$ cat src/rtl/dpram_fifo_ctrl.sv
`default_nettype none
// ============================================================================
// Module      : dpram_fifo_ctrl
// Description : Single-clock FIFO controller that sequences a dual-port SRAM
//               macro with a 1-cycle registered read port.
// Revision    : 1.0 - initial release
// ============================================================================
module dpram_fifo_ctrl #(
    parameter int AW         = 10,
    parameter int DW         = 32,
    parameter int AFULL_LVL  = 1020,
    parameter int AEMPTY_LVL = 4
) (
    input  logic          clk,
    input  logic          rst,
    input  logic          clear,
    input  logic          push,
    input  logic [DW-1:0] push_data,
    input  logic          pop,
    output logic [DW-1:0] pop_data,
    output logic          pop_valid,
    output logic          full,
    output logic          empty,
    output logic          almost_full,
    output logic          almost_empty,
    output logic [AW:0]   count,
    output logic          overflow,
    output logic          underflow,
    output logic          mem_wen,
    output logic [AW-1:0] mem_waddr,
    output logic [DW-1:0] mem_wdata,
    output logic          mem_ren,
    output logic [AW-1:0] mem_raddr,
    input  logic [DW-1:0] mem_rdata
);

    localparam logic [AW:0]   c_depth  = {1'b1, {AW{1'b0}}};
    localparam logic [AW:0]   c_one    = {{AW{1'b0}}, 1'b1};
    localparam logic [AW-1:0] c_ptr1   = {{(AW-1){1'b0}}, 1'b1};
    localparam logic [AW:0]   c_afull  = (AW+1)'(AFULL_LVL);
    localparam logic [AW:0]   c_aempty = (AW+1)'(AEMPTY_LVL);

    logic [AW-1:0] r_wptr;
    logic [AW-1:0] r_rptr;
    logic [AW:0]   r_count;
    logic          r_full;
    logic          r_empty;
    logic          r_afull;
    logic          r_aempty;
    logic          r_pop_valid;
    logic          r_overflow;
    logic          r_underflow;

    logic          w_hold;
    logic          w_push_ok;
    logic          w_pop_ok;
    logic [AW-1:0] w_wptr_nxt;
    logic [AW-1:0] w_rptr_nxt;
    logic [AW:0]   w_count_nxt;

    // Acceptance is decided from start-of-cycle flags; nothing is accepted in a flush cycle.
    assign w_hold    = rst | clear;
    assign w_push_ok = push & ~r_full  & ~w_hold;
    assign w_pop_ok  = pop  & ~r_empty & ~w_hold;

    always_comb begin
        w_wptr_nxt  = w_push_ok ? r_wptr + c_ptr1 : r_wptr;
        w_rptr_nxt  = w_pop_ok  ? r_rptr + c_ptr1 : r_rptr;
        w_count_nxt = r_count;
        case ({w_push_ok, w_pop_ok})
            2'b10:   w_count_nxt = r_count + c_one;
            2'b01:   w_count_nxt = r_count - c_one;
            default: w_count_nxt = r_count;
        endcase
        if (clear) begin
            w_wptr_nxt  = '0;
            w_rptr_nxt  = '0;
            w_count_nxt = '0;
        end
    end

    always_ff @(posedge clk) begin
        if (rst) begin
            r_wptr      <= '0;
            r_rptr      <= '0;
            r_count     <= '0;
            r_full      <= 1'b0;
            r_empty     <= 1'b1;
            r_afull     <= 1'b0;
            r_aempty    <= 1'b1;
            r_pop_valid <= 1'b0;
            r_overflow  <= 1'b0;
            r_underflow <= 1'b0;
        end else begin
            r_wptr      <= w_wptr_nxt;
            r_rptr      <= w_rptr_nxt;
            r_count     <= w_count_nxt;
            r_full      <= (w_count_nxt == c_depth);
            r_empty     <= (w_count_nxt == '0);
            r_afull     <= (w_count_nxt >= c_afull);
            r_aempty    <= (w_count_nxt <= c_aempty);
            r_pop_valid <= w_pop_ok;
            // Sticky error flags survive clear; only rst drops them.
            if (push && r_full && !clear) begin
                r_overflow <= 1'b1;
            end
            if (pop && r_empty && !clear) begin
                r_underflow <= 1'b1;
            end
        end
    end

    assign mem_wen      = w_push_ok;
    assign mem_waddr    = r_wptr;
    assign mem_wdata    = push_data;
    assign mem_ren      = w_pop_ok;
    assign mem_raddr    = r_rptr;

    assign pop_data     = mem_rdata;
    assign pop_valid    = r_pop_valid;
    assign count        = r_count;
    assign full         = r_full;
    assign empty        = r_empty;
    assign almost_full  = r_afull;
    assign almost_empty = r_aempty;
    assign overflow     = r_overflow;
    assign underflow    = r_underflow;

endmodule
`default_nettype wire

$ cat config.mk
export PLATFORM = sky130hd
export DESIGN_NAME = dpram_fifo_ctrl
export DESIGN_NICKNAME = d
export VERILOG_FILES = /design/src/rtl/dpram_fifo_ctrl.sv
export SDC_FILE = /design/constraint.sdc
export NUM_CORES = 1
export LEC_CHECK = 0
export ABC_AREA = 1
export BUFFER_PORTS_ARGS = -buffer_cell sky130_fd_sc_hd__buf_2
export CAP_MARGIN = 20
export CORE_MARGIN = 2
export CORE_UTILIZATION = 44
export CTS_CLUSTER_SIZE = 28
export DETAILED_ROUTE_END_ITERATION = 7
export GPL_ROUTABILITY_DRIVEN = 0
export PLACE_DENSITY_LB_ADDON = 0.15
export SETUP_SLACK_MARGIN = 0.1
export SLEW_MARGIN = 20
export SYNTH_ARGS = -nofsm -noshare
export SYNTH_HDL_FRONTEND = slang
export SYNTH_SLANG_ARGS = --single-unit
$ cat constraint.sdc
create_clock -name clk -period 3.5 [get_ports clk]
set_input_delay 0.7 -clock clk [delete_from_list [all_inputs] [get_ports clk]]
set_output_delay 0.7 -clock clk [all_outputs]
set_load 0.02 [all_outputs]
==> results of run 1 <==
==> cells in the final DEF, fill, tap and decap left out <==
cell type / instances
nand2_1: 99
inv_1: 53
buf_2: 44
dfxtp_1: 38
nor2_1: 37
nand3_1: 37
a21oi_1: 25
o21ai_0: 12
nand2_2: 9
nand4_1: 8
buf_4: 8
nor3_1: 7
clkbuf_8: 6
nand3_2: 5
nor2_2: 5
ha_1: 4
nor2_4: 3
nor3_2: 3
o21ai_1: 3
a31oi_1: 3
inv_2: 2
nand2_4: 2
nor3b_1: 2
nor4_1: 2
xnor2_1: 2
xor2_1: 2
bufinv_16: 2
nand3_4: 1
and3_1: 1
clkinv_1: 1
or2_2: 1
o21ai_4: 1
nand3b_1: 1
o21a_1: 1
o21ai_2: 1
a21oi_2: 1
==> final cells by class <==
class | instances | area, sq um | share of cell area, %
Sequential cell | 38 | 761 | 26.2
Timing Repair Buffer | 52 | 280 | 9.65
Multi-Input combinational cell | 278 | 1420 | 48.7
Clock buffer | 6 | 82.6 | 2.84
Clock inverter | 2 | 60.1 | 2.07
Inverter | 56 | 210 | 7.24
Tap cell | 77 | 96.3 | 3.32
==> metrics by stage <==
stage / hold slack [ns] / cells
5_1_grt: 0.516 / 509
4_1_cts: 0.464 / 509
3_3_place_gp: 0.445 / 501
2_1_floorplan: 0.537 / 445
3_5_place_dp: 0.449 / 501
6_report: 0.460 / 509
==> layer usage <==
layer  vias to the layer above  part of all wire, %
li1                       1314                    -
met1                      1166                   43
met2                        89                   48
met3                        28                  6.2
met4                         0                  2.7
met5                         -                    0
==> sequential cells by signal (all words and copies together) (netlist names) <==
name and flops:
mem_raddr 10, pop_valid 1, underflow 1, almost_empty 1
overflow 1, mem_waddr 10, empty 1, count 11
almost_full 1, full 1
==> power breakdown <==
| part | internal [mW] | switching [mW] | leakage (nW) |
|---|---|---|---|
| combinational | 0.0502 | 0.113 | 0.978 |
| clock | 0.304 | 0.163 | 0.0714 |
| sequential | 0.444 | 0.0113 | 0.308 |
==> how the worst min path moves through the flow <==
stage	startpoint	to	slack, ns	cells past startpoint
floorplan	mem_waddr[9]$_SDFFE_PP0P_	mem_waddr[9]$_SDFFE_PP0P_	0.54	2
global placement	mem_waddr[9]$_SDFFE_PP0P_	mem_waddr[9]$_SDFFE_PP0P_	0.44	2
detailed placement	mem_waddr[9]$_SDFFE_PP0P_	mem_waddr[9]$_SDFFE_PP0P_	0.45	2
CTS	mem_waddr[9]$_SDFFE_PP0P_	mem_waddr[9]$_SDFFE_PP0P_	0.46	2
global route	mem_raddr[9]$_SDFFE_PP0P_	mem_raddr[9]$_SDFFE_PP0P_	0.52	1
finish	mem_waddr[9]$_SDFFE_PP0P_	mem_waddr[9]$_SDFFE_PP0P_	0.46	2
==> critical path: stages <==
cell     delay, ns
buf_2         0.11
inv_1         0.15
nand2_4       0.17
nor2_4        0.18
inv_1         0.11
ha_1          0.25
nand2_1       0.08
inv_1         0.04
or2_2         0.31
nand3_1       0.11
nand2_1       0.08
nand2_1       0.08
a21oi_1       0.07
o21ai_1       0.19
nand2_1       0.12
inv_1         0.08
nand2_1       0.06
nor3_2        0.09
==> cell families after synthesis <==
kind of cell,count (synthesis),share of synthesized area (%)
flip-flops,38,26.1
XOR/XNOR,4,1.20
AO/OA/AOI/OAI,47,8.92
AND/OR/NAND/NOR,223,36.7
adder cells (fa/ha/maj),4,1.72
buffers and inverters,129,25.4
==> results.md, run 1 <==
* Setup-failing EPs final at 0
* DRC Markers at 0
* Mapped Nets at 518
* Flop2flop setup slack at 1.03 ns
* Pwr/cell area at 373 mW/mm^2
* Post-CTS Resized at 0
* Final worst slack at 0.729 ns
* RR Endpoint: full$_SDFF_PP0_
* Ys flop type: dfxtp_1
* Core footprint at 0.00639 sq mm
* R2R cell count at 17
* Reg-to-Reg Start: full$_SDFF_PP0_
* Vias at 2597
* Die width at 85.4 um
* # nets final at 504
* Clock H-tree levels at 2
* Busiest grt layer: met2
* Grt ovf at 0
* Fill cells at 675
* Outcome: complete, no violations
* CTS root buffer: clkbuf_8
* WL final at 6.91 mm
* Period Utilization, post-route at 79.2%
* Peak supply drop at 0.244 mV
* Max-Cap Viols at 0
* Met1 Use GR at 24.6%
* Tightest Pin Transition at 0.439 ns
* First drt pass iteration count at 4
* CTS Sinks at 38
* Seq/Total Area, Yosys at 26.1%
* Post-synth top area share at 26.1%
* LEAKAGE at 1.36 nW
* Hold Fails Final Rpt at 0
* Cell area after synthesis at 0.00292 sq mm
* Die footprint at 0.00730 sq mm
* Type of the worst min-delay path: register to register
* Vias per std cell at 5.10
* Met3 GRT Util at 3.99%
* Post-route ant nets at 0
* Design area at 0.00291 sq mm
* Worst setup path end: full$_SDFF_PP0_
* Drt wl/cell at 13.6 um
* Post-synth top area cell: dfxtp_1
* RSZ-0062 raised after global routing: no
* HPWL Detailed at 5.24 mm
* Crit path arrival time at 2.99 ns
* Critical path fanouts, max at 15
* Setup crit start: clear
* Count of mapped cells out of synthesis at 445
* Number of CTS-inserted buffers at 5
* Die Ht at 85.4 um
* Yosys warning count at 0
* Most frequent cell after synthesis: nand2_1
* Setup TNS Final at 0 ns
* Ys async rst share at 0%
* Mean Syn Cell Area at 6.56 sq um
* Starting DRT DRC Count at 110
* Total Power at 1.08 mW
* Area growth, synth to finish at -0.429%
* Worst Setup Path Type: primary input to register
* Crit start category: primary input
* Final slew viol count at 0
* Hold_buf cts at 0
* Met2 usage at 32.3%
* Number of global-route vias before repair at 2433
* Initial antenna violation count at 0
* Pre-CTS setup slack at 0.443 ns
* Synth Register Bits at 38
* Post-synth EDFFs at 0
* Clock Latency Late Sink at 0.29 ns
* Worst slew margin at 70.4%
* Fin crit period at 2.77 ns
* First-pass GRT wire length at 11.5 mm
* Critical path endpoint category: register
* Starting density of the core at 45.7%
* Post-CTS Setup Bufs at 0
* DP Area at 0.00276 sq mm
* Max Freq at 0.361 GHz
* CTS tree: built
* Ports at 173
* Fraction of layout cells with a size suffix above 1 at 21.8%
* Clock-pin slew on the worst setup and hold paths at 0.08 ns
* Clk_skew at 0.00675 ns
* Netlist cell types at 36
* Top cells by area, synth: dfxtp_1 (26%), buf_4 (16%), nand2_1 (13%)
* Most common library cells after synthesis: nand2_1 (99), buf_4 (64), inv_1 (53)
* WP data required at 3.72 ns
* # diodes at 0
* Max Buffers Root-to-Sink at 2
* Pin count of the biggest net entering global routing at 18
* Port-buffer cells at 44
* Fin util at 45.5%
* Rows at 29
* GRT Total Usage at 19.5%
Power figures use the tool's default switching activity.
==> run 2: changes to the inputs <==
- ABC_AREA: 1 -> 0
- CORE_UTILIZATION: 44 -> 38
- clock period: 3.5 -> 2.45 ns (I/O delays scaled with it)
==> run 2 against run 1 <==
  * The run now ends with setup timing left
  * Setup slack worse by 1.1 ns
  * Clock skew is 0.0023 ns lower
  * Final cell count is 16% lower
  * Synthesized cell count is 27% lower
  * Combinational power is 47% lower
  * Hold slack worse by 0.0070 ns
==> results.md, run 2 <==
* Outcome: finished with violations
* Failing checks: setup timing
* Ys async rst share at 0% (unchanged)
* GRT Total Usage at 17.2% (-2.3 points)
* RSZ-0062 raised after global routing: yes
* First drt pass iteration count at 4 (unchanged)
* Fin util at 45.3% (-0.18 points)
* Total Power at 1.36 mW (+25%)
* Fin crit period at 2.78 ns
* Post-synth top area share at 29.5% (+3.4 points)
* Die Ht at 86.4 um (+1.2%)
* Mapped Nets at 400 (-23%)
* Most frequent cell after synthesis: buf_4
* First-pass GRT wire length at 10.2 mm (-12%)
* # diodes at 0 (unchanged)
* Fill cells at 675 (unchanged)
* Post-synth EDFFs at 0 (unchanged)
* Ys flop type: dfxtp_1
* Worst Min Path Start: rst
* Number of CTS-inserted buffers at 5 (unchanged)
* Grt ovf at 0 (unchanged)
* Most common library cells after synthesis: buf_4 (65), nor2_1 (41), dfxtp_1 (38)
* Crit start category: primary input
* Max Freq at 0.360 GHz
* R2R cell count at 10 (-7)
* Max Buffers Root-to-Sink at 2 (unchanged)
* Netlist cell types at 50 (+39%)
* Yosys warning count at 0 (unchanged)
* Post-synth top area cell: dfxtp_1
* Core footprint at 0.00668 sq mm (+4.6%)
* DP Area at 0.00274 sq mm (-0.68%)
* Drt wl/cell at 15.1 um (+11%)
* Design area at 0.00303 sq mm (+4.2%)
* Final worst slack at -0.330 ns (-1.06 ns)
* Critical path fanouts, max at 4 (-11)
* Crit path arrival time at 2.98 ns (about the same)
* Area growth, synth to finish at 17.2%
* Most frequent cells in the layout: buf_4 (49), buf_2 (42), nor2_1 (37), dfxtp_1 (37), nand2_1 (19)
* Critical path endpoint category: register
* Pre-CTS setup slack at -0.703 ns (-1.15 ns)
* Clk_skew at 0.00441 ns (-0.00234 ns)
* Fraction of layout cells with a size suffix above 1 at 40.0% (+18 points)
* Pin count of the biggest net entering global routing at 26 (+8)
* RR Endpoint: almost_empty$_SDFF_PP1_
* DRC Markers at 0 (unchanged)
* Hold Fails Final Rpt at 0 (unchanged)
* Pwr/cell area at 449 mW/mm^2 (+20%)
* Initial antenna violation count at 0 (unchanged)
* Vias at 2281 (-12%)
* LEAKAGE at 1.29 nW (-4.8%)
* Port-buffer cells at 44 (unchanged)
* Die footprint at 0.00747 sq mm (+2.4%)
* Max-Cap Viols at 0 (unchanged)
* Count of mapped cells out of synthesis at 327 (-27%)
* Flop2flop setup slack at -0.32 ns (-1.35 ns)
* Vias per std cell at 5.30 (+4.0%)
* Worst slew margin at 65.8% (-4.6 points)
* Clock-pin slew on the worst setup and hold paths at 0.08 ns (about the same)
* Tightest Pin Transition at 0.512 ns (+0.0724 ns)
* Commonest non-fill, non-tap cell in the layout: buf_4
* Synth Register Bits at 38 (unchanged)
* Ports at 173 (unchanged)
* HPWL Detailed at 4.81 mm (-8.1%)
* Die width at 86.4 um (+1.2%)
* Clock H-tree levels at 2 (unchanged)
* Rows at 30 (+3.4%)
* Hold Path Stages at 3 (+1)
* Starting density of the core at 38.7% (-7.0 points)
* WL final at 6.48 mm (-6.3%)
* Final slew viol count at 0 (unchanged)
* Mean Syn Cell Area at 7.90 sq um (+20%)
* Number of global-route vias before repair at 2124 (-13%)
* CTS root buffer: clkbuf_8
* Post-route ant nets at 0 (unchanged)
* Top cells by area, synth: dfxtp_1 (29%), buf_4 (19%), nor2_1 (6.0%)
* Cell area after synthesis at 0.00258 sq mm (-11%)
* Peak supply drop at 0.243 mV (-0.49%)
* Starting DRT DRC Count at 71 (-35%)
* Max reg flops at 11 (unchanged)
* CTS Sinks at 38 (unchanged)
* Worst Setup Path Type: primary input to register
* Clock Latency Late Sink at 0.30 ns (about the same)
* WHS Endpoint: overflow$_SDFFE_PP0P_
* Setup crit start: rst
* Setup-failing EPs final at 5 (+5)
* WHS at 0.453 ns (-0.00699 ns)
* Type of the worst min-delay path: primary input to register
* Hold_buf cts at 0 (unchanged)
* Seq/Total Area, Yosys at 29.5% (+3.4 points)
* # nets final at 422 (-16%)
* WP data required at 2.65 ns (-1.07 ns)
* CTS tree: built
* Reg-to-Reg Start: empty$_SDFF_PP1_
* Period Utilization, post-route at 113%
run 2: changes by cell type after synthesis, sizes merged, moves of 4 or more:
cell    before  now
nand2      110   21
inv         55   11
nand3       43    8
a21oi       26   10
xor2         2   13
clkbuf       5   11
or3          0    6
a211oi       0    5
mux2i        0    5
nor2b        0    5
xnor2        2    6
run 2: kinds of logic (layout without fill, tap and decap cells):
logic type	after synthesis	after routing	synth area share (%)
AND/OR/NAND/NOR	117	117	22.5
XOR/XNOR	19	19	6.44
multiplexers	7	7	2.81
flip-flops	38	38	29.5
adder cells (fa/ha/maj)	4	4	1.94
buffers and inverters	91	114	23.7
AO/OA/AOI/OAI	51	51	13.1
run 2: how the worst max path moves through the flow:
stage,end,slack [ns],cells after the start
after floorplan,almost_full$_SDFF_PP0_,-0.75,12
after global placement,almost_full$_SDFF_PP0_,-0.69,11
after detailed placement,almost_full$_SDFF_PP0_,-0.70,11
after CTS,almost_full$_SDFF_PP0_,-0.30,12
after global routing,almost_full$_SDFF_PP0_,-0.43,11
final,almost_empty$_SDFF_PP1_,-0.33,11
run 2: cell type report:
class                           count  area [sq um]  area share, %
Timing Repair Buffer               94           612           20.2
Sequential cell                    38           762           25.2
Clock buffer                        5          68.8           2.27
Inverter                           12          57.6           1.90
Clock inverter                      3          68.8           2.27
Tap cell                           80           100           3.31
Multi-Input combinational cell    198          1360           44.9
run 2: per-stage QoR:
step | std cells | TNS (ns)
CTS | 430 | -1.18
global placement | 418 | -4.31
finish | 430 | -1.32
global route | 430 | -1.85
detailed placement | 418 | -4.30
floorplan | 327 | -4.37
run 2: critical path, cell delays in order:
cell     delay (ns)
buf_6          0.10
or4b_4         0.57
nor2_4         0.11
xnor2_1        0.08
ha_2           0.20
o311a_1        0.34
nor4_2         0.26
mux2i_1        0.28
nand4_1        0.18
buf_4          0.18
o41ai_2        0.19
run 2: repair_timing:
item                                    in CTS  in global routing
pin swaps                                   13                  6
endpoints found under the setup margin       8                 11
resized for setup                           19                  8
setup buffers                                5                  1
run 2: per-layer routing:
metal / vias up / share of wire (%) / global-route usage (%)
li1: 1098 / - / -
met1: 1076 / 44 / 21.1
met2: 78 / 47 / 27.8
met3: 29 / 5.9 / 4.57
met4: 0 / 3.1 / 8.38
met5: - / 0 / 0
run 2: power breakdown:
| part | internal [mW] | switching, mW |
|---|---|---|
| clock | 0.408 | 0.240 |
| combinational | 0.0358 | 0.0501 |
| sequential | 0.621 | 0.00396 |
